**src/rtl/dma_fifo_mr.sv**
```systemverilog
// Synchronous FIFO for the DMA data path with occupancy/threshold flags and
// a mark/rewind/commit retry window so that a failed burst can be replayed.
module dma_fifo_mr #(
  parameter int DATA      = 8,
  parameter int ADDR_SIZE = 4,
  parameter int AE_LVL    = 2,
  parameter int AF_LVL    = 14
) (
  input  logic                 clk,
  input  logic                 rst,
  input  logic                 wr_en,
  input  logic [DATA-1:0]      wr_data,
  input  logic                 rd_en,
  output logic [DATA-1:0]      rd_data,
  output logic                 rd_valid,
  input  logic                 mark,
  input  logic                 rewind,
  input  logic                 commit,
  output logic                 full,
  output logic                 empty,
  output logic                 almost_full,
  output logic                 almost_empty,
  output logic [ADDR_SIZE:0]   count,
  output logic                 hold,
  output logic                 wr_err,
  output logic                 rd_err
);

  localparam int PW    = ADDR_SIZE + 1;
  localparam int DEPTH = 1 << ADDR_SIZE;
  localparam logic [PW-1:0] DEPTH_P = PW'(DEPTH);
  localparam logic [PW-1:0] AE_P    = PW'(AE_LVL);
  localparam logic [PW-1:0] AF_P    = PW'(AF_LVL);

  logic [DATA-1:0] mem [DEPTH];

  logic [PW-1:0]   wrPtr_q, wrPtr_d;
  logic [PW-1:0]   rdPtr_q, rdPtr_d;
  logic [PW-1:0]   markPtr_q, markPtr_d;
  logic            hold_q, hold_d;
  logic            rdValid_q, rdValid_d;
  logic [DATA-1:0] rdData_q, rdData_d;
  logic            wrErr_q, wrErr_d;
  logic            rdErr_q, rdErr_d;

  logic [PW-1:0]   basePtr;
  logic [PW-1:0]   used;
  logic [PW-1:0]   readable;
  logic            isFull;
  logic            isEmpty;
  logic            wrAcc;
  logic            rdAcc;

  // While holding, entries read since the mark still occupy space, so
  // fullness is measured from the mark rather than from the read pointer.
  assign basePtr  = hold_q ? markPtr_q : rdPtr_q;
  assign used     = wrPtr_q - basePtr;
  assign readable = wrPtr_q - rdPtr_q;
  assign isFull   = (used == DEPTH_P);
  assign isEmpty  = (readable == '0);
  assign wrAcc    = wr_en & ~isFull;
  assign rdAcc    = rd_en & ~isEmpty & ~rewind;

  always_comb begin
    wrPtr_d   = wrPtr_q + {{ADDR_SIZE{1'b0}}, wrAcc};
    rdPtr_d   = rdPtr_q + {{ADDR_SIZE{1'b0}}, rdAcc};
    markPtr_d = markPtr_q;
    hold_d    = hold_q;
    rdValid_d = rdAcc;
    rdData_d  = rdAcc ? mem[rdPtr_q[ADDR_SIZE-1:0]] : rdData_q;
    wrErr_d   = wr_en & isFull;
    rdErr_d   = rd_en & isEmpty & ~rewind;
    if (mark && !hold_q) begin
      markPtr_d = rdPtr_q + {{ADDR_SIZE{1'b0}}, rdAcc};
      hold_d    = 1'b1;
    end
    // Rewind takes effect before a same-cycle commit releases the window.
    if (rewind && hold_q) begin
      rdPtr_d = markPtr_q;
    end
    if (commit && hold_q) begin
      hold_d = 1'b0;
    end
  end

  always_ff @(posedge clk or posedge rst) begin
    if (rst) begin
      wrPtr_q   <= '0;
      rdPtr_q   <= '0;
      markPtr_q <= '0;
      hold_q    <= 1'b0;
      rdValid_q <= 1'b0;
      rdData_q  <= '0;
      wrErr_q   <= 1'b0;
      rdErr_q   <= 1'b0;
    end else begin
      wrPtr_q   <= wrPtr_d;
      rdPtr_q   <= rdPtr_d;
      markPtr_q <= markPtr_d;
      hold_q    <= hold_d;
      rdValid_q <= rdValid_d;
      rdData_q  <= rdData_d;
      wrErr_q   <= wrErr_d;
      rdErr_q   <= rdErr_d;
    end
  end

  // Storage is intentionally left out of reset.
  always_ff @(posedge clk) begin
    if (wrAcc) begin
      mem[wrPtr_q[ADDR_SIZE-1:0]] <= wr_data;
    end
  end

  assign rd_data      = rdData_q;
  assign rd_valid     = rdValid_q;
  assign full         = isFull;
  assign empty        = isEmpty;
  assign almost_full  = (used >= AF_P);
  assign almost_empty = (readable <= AE_P);
  assign count        = readable;
  assign hold         = hold_q;
  assign wr_err       = wrErr_q;
  assign rd_err       = rdErr_q;

endmodule

```
**config.mk**
```make
export PLATFORM = sky130hd
export DESIGN_NAME = dma_fifo_mr
export DESIGN_NICKNAME = d
export VERILOG_FILES = /design/src/rtl/dma_fifo_mr.sv
export SDC_FILE = /design/constraint.sdc
export NUM_CORES = 1
export LEC_CHECK = 0
export CORE_ASPECT_RATIO = 1.1
export CORE_MARGIN = 10
export CORE_UTILIZATION = 64
export DETAILED_ROUTE_END_ITERATION = 7
export GPL_ROUTABILITY_DRIVEN = 0
export HOLD_SLACK_MARGIN = 0.06
export PLACE_DENSITY = 0.87
export SYNTH_ARGS = -nofsm -noshare
export SYNTH_HDL_FRONTEND = slang
export SYNTH_SLANG_ARGS = --single-unit
```
**constraint.sdc**
```tcl
create_clock -name clk -period 8.1 [get_ports clk]
set_input_delay 1.62 -clock clk [delete_from_list [all_inputs] [get_ports clk]]
set_output_delay 1.62 -clock clk [all_outputs]
set_load 0.005 [all_outputs]
```
==> results by group <==
Outcome
  • Status: finished clean

Critical path
  • Reg2reg path depth: 13
  • Crit path kind: flop to primary output
  • Worst setup path end: full
  • Crit. End Element: primary output
  • Max FO, Critical Path: 37
  • Reg2reg setup slack: between 4 and 5 ns
  • Critical path startpoint category: flop
  • Crit. Startpoint: rdPtr_q[1]
  • Worst path required time: roughly 6.5 ns
  • CP arrival: 4.13 ns
  • RR Endpoint: wrPtr_q[4]
  • Reg2reg start: rdPtr_q[1]

Logic synthesis
  • Share of the synthesized area in the top cell type: 59.01%
  • Seq/Total Area, Yosys: a little over two thirds
  • Cells after Synth: approximately 340
  • Mapped Nets: about 370
  • Post-synthesis xor/xnor area fraction: under 10%
  • Synth Area in Adders: 2.920%
  • Yosys cell types: 40
  • Synth Register Bits: about 160
  • Most common cell in the netlist: edfxtp_1
  • Post-synth top cells: 128 x edfxtp_1, 40 x mux4_2, 27 x dfrtp_1, 13 x mux2_2, 12 x ha_1
  • Ys flop type: edfxtp_1
  • Largest family of logic cells by synthesized area: multiplexers
  • Fraction of the mapped netlist area in simple logic gates: approximately 5.6%
  • Synth area leader: edfxtp_1
  • Async SR Flop Fraction: about 17%
  • Yosys Warn Count: 0
  • Number of synthesized flops with an enable pin: between 100 and 150
  • Largest cells by area after synthesis: edfxtp_1 59%, mux4_2 14%, dfrtp_1 10%
  • Mean area per synthesized cell: around 19 um2
  • Proportion of synthesized area in mux cells: around 17%
  • Compound-Gate Fraction of Synth Area: 1.959%
  • Netlist Area Pre-Place: around 6500 um2

CTS
  • CTS Hold Bufs: 0
  • Clock-pin slew of the registers on the worst-case setup and hold paths: around 0.060 ns
  • Clock sink count: 155
  • Clk buf depth: 2
  • CTS tree: built
  • Htree depth: 4
  • CTS root buffer: clkbuf_8
  • Setup Buffers After CTS: 0
  • Post-CTS Resized: 0
  • Num CTS Buffers: 17
  • Clk_lat worst skew: about 0.53 ns

GRT
  • Grt ovf: 0
  • GRT Total Usage: 20.91%
  • First-pass GRT wire length: between 20000 and 25000 um
  • Number of antenna violations at the first check in global routing: 0
  • Largest net degree at the start of global routing: 38
  • Vias in the first global route: approximately 3700

Power
  • Tot Pwr: 3.092 mW
  • Leakage: between 2 and 3 nW
  • PD cells: a little over 400 nW/um2
  • Worst vdd ir: between 0.0002 and 0.0003 V

Finish
  • Nets@finish: around 420
  • Fraction of layout cells with a size suffix above 1: around 25%
  • Area grow syn2layout: 17.13%
  • Antenna cell count: 0
  • Finished Layout Cells: ~530

Drt
  • Via count: ~3500
  • Final wirelength: between 10000 and 15000 um
  • Drt wl/cell: ~27 um
  • Initial DRC count: 381
  • Drt drc: 0
  • Detail Route Antenna Nets: 0
  • Drt pass-1 iters: 8
  • Drt via density: around 6.7

Timing
  • Final TNS setup: 0 ns
  • Fraction of the cycle the final worst path needs: 71.04%
  • Post-layout min period: about 5.8 ns
  • Unrepaired setup endpoints after global routing: no
  • Final Max Tran Viols: 0
  • Final Hold Viols: 0
  • Fmax: between 150 and 200 MHz
  • Skew final: 0.01036 ns
  • Max-slew headroom: 29.70%
  • Worst slew pin tran: ~1.1 ns
  • Worst Slack Setup Final: about 2.3 ns
  • Final Setup Violations: 0

Floorplan
  • Die span in x: around 120 um
  • Starting Density: ~66%
  • # rows: 38
  • Die area: around 15000 um2
  • # IOs: 36
  • Core box area: between 9000 and 10000 um2
  • Die Y: between 100 and 150 um

Job
  • Max Cap Viol: 0

Place
  • DP Cell Count: 493
  • Hpwl dp: slightly below 9000 um
  • Port Buffers: 35
  • Pre-CTS setup slack: roughly 3 ns

Worst hold path
  • Hold Crit Class: flop to flop
  • Worst Min Path Start: rd_data[5]
==> critical path: stages, from the launching register on <==
cell and delay (ns):
dfrtp_1 0.36, buf_4 0.29, a21boi_0 0.41, inv_1 0.12
fa_1 0.45, nor2b_1 0.16, o21a_1 0.18, o21ai_0 0.18
a221oi_4 0.79, clkdlybuf4s50_1 0.66
==> cell usage in the layout, fill, tap and decap left out, types with 2 or more instances in the layout <==
cell             instances
a21oi_1                  4
nand2b_1                 2
nor2b_1                  4
ha_1                    12
nand2_1                  9
nor4bb_1                 4
clkdlybuf4s50_1         35
o21ai_0                  6
clkbuf_8                 2
and4b_1                  4
clkinvlp_4               4
nand3b_1                 2
xor2_1                   4
nand3_1                  8
clkinv_4                 2
nor2_1                   8
mux2_2                  13
inv_6                    3
o21a_1                   2
dfrtp_1                 26
buf_4                   14
nor4b_1                  8
xnor2_1                  8
mux2i_1                  3
inv_1                   11
mux4_2                  40
edfxtp_1               128
clkbuf_16               16
bufinv_16                2
fa_1                     2
nor3_1                   3
==> sequential cells by signal, indices dropped and copies added (netlist names) <==
signal	flops
mem	128
rd_data	8
markPtr_q	5
rdPtr_q	5
wrPtr_q	5
hold	1
rd_err	1
rd_valid	1
wr_err	1
==> metrics by stage <==
step / hold slack [ns] / instance area (um2) / util, %
6_report: 0.5047 / 7630 / 77.15
5_1_grt: 0.5343 / 7630 / 77.15
4_1_cts: 0.5098 / 7630 / 77.15
3_5_place_dp: 0.4955 / 7037 / 71.15
3_3_place_gp: 0.4899 / 7037 / 71.15
2_1_floorplan: 0.4718 / 6514 / -
==> layout make-up <==
| type | count | area (um2) |
|---|---|---|
| multi-input combinational | 157 | 1866 |
| timing repair buffer | 49 | 455.4 |
| tap | 120 | 150.1 |
| clock buffer | 19 | 431.7 |
| fill | 534 | 2260 |
| clock inverter | 13 | 161.4 |
| sequential | 155 | 4521 |
| inverter | 12 | 45.04 |
==> report_power, final <==
part           switching [mW]  internal (mW)  total (mW)
registers               0.104          0.997        1.10
logic                   0.607          0.598        1.20
clock network           0.331          0.455       0.786
==> worst min path at each step <==
stage / end / slack [ns] / depth (start not counted)
6_report: rd_data[5] / 0.50 / 1
5_1_grt: rd_data[7] / 0.53 / 1
4_1_cts: rd_data[5] / 0.51 / 1
3_5_place_dp: rd_data[3] / 0.50 / 1
3_3_place_gp: rd_data[7] / 0.49 / 1
2_1_floorplan: markPtr_q[2] / 0.47 / 2
==> layer usage <==
layer,vias to the layer above,GRT usage (%),wire length (um)
li1,1469,-,-
met5,-,0,0
met3,57,5.413,1078
met1,1779,25.77,5302
met2,207,32.86,7190
met4,0,11.86,637
==> logic make-up (layout without fill, tap and decap cells) <==
group,Yosys count,after routing
xor gates and xnor gates,12,12
buffers and inverters,27,93
adders and majority gates,14,14
and+or+nand+nor,58,58
AOI/OAI and AO/OA,17,17
muxes,56,56
DFF,155,155
Power figures use the tool's default switching activity.
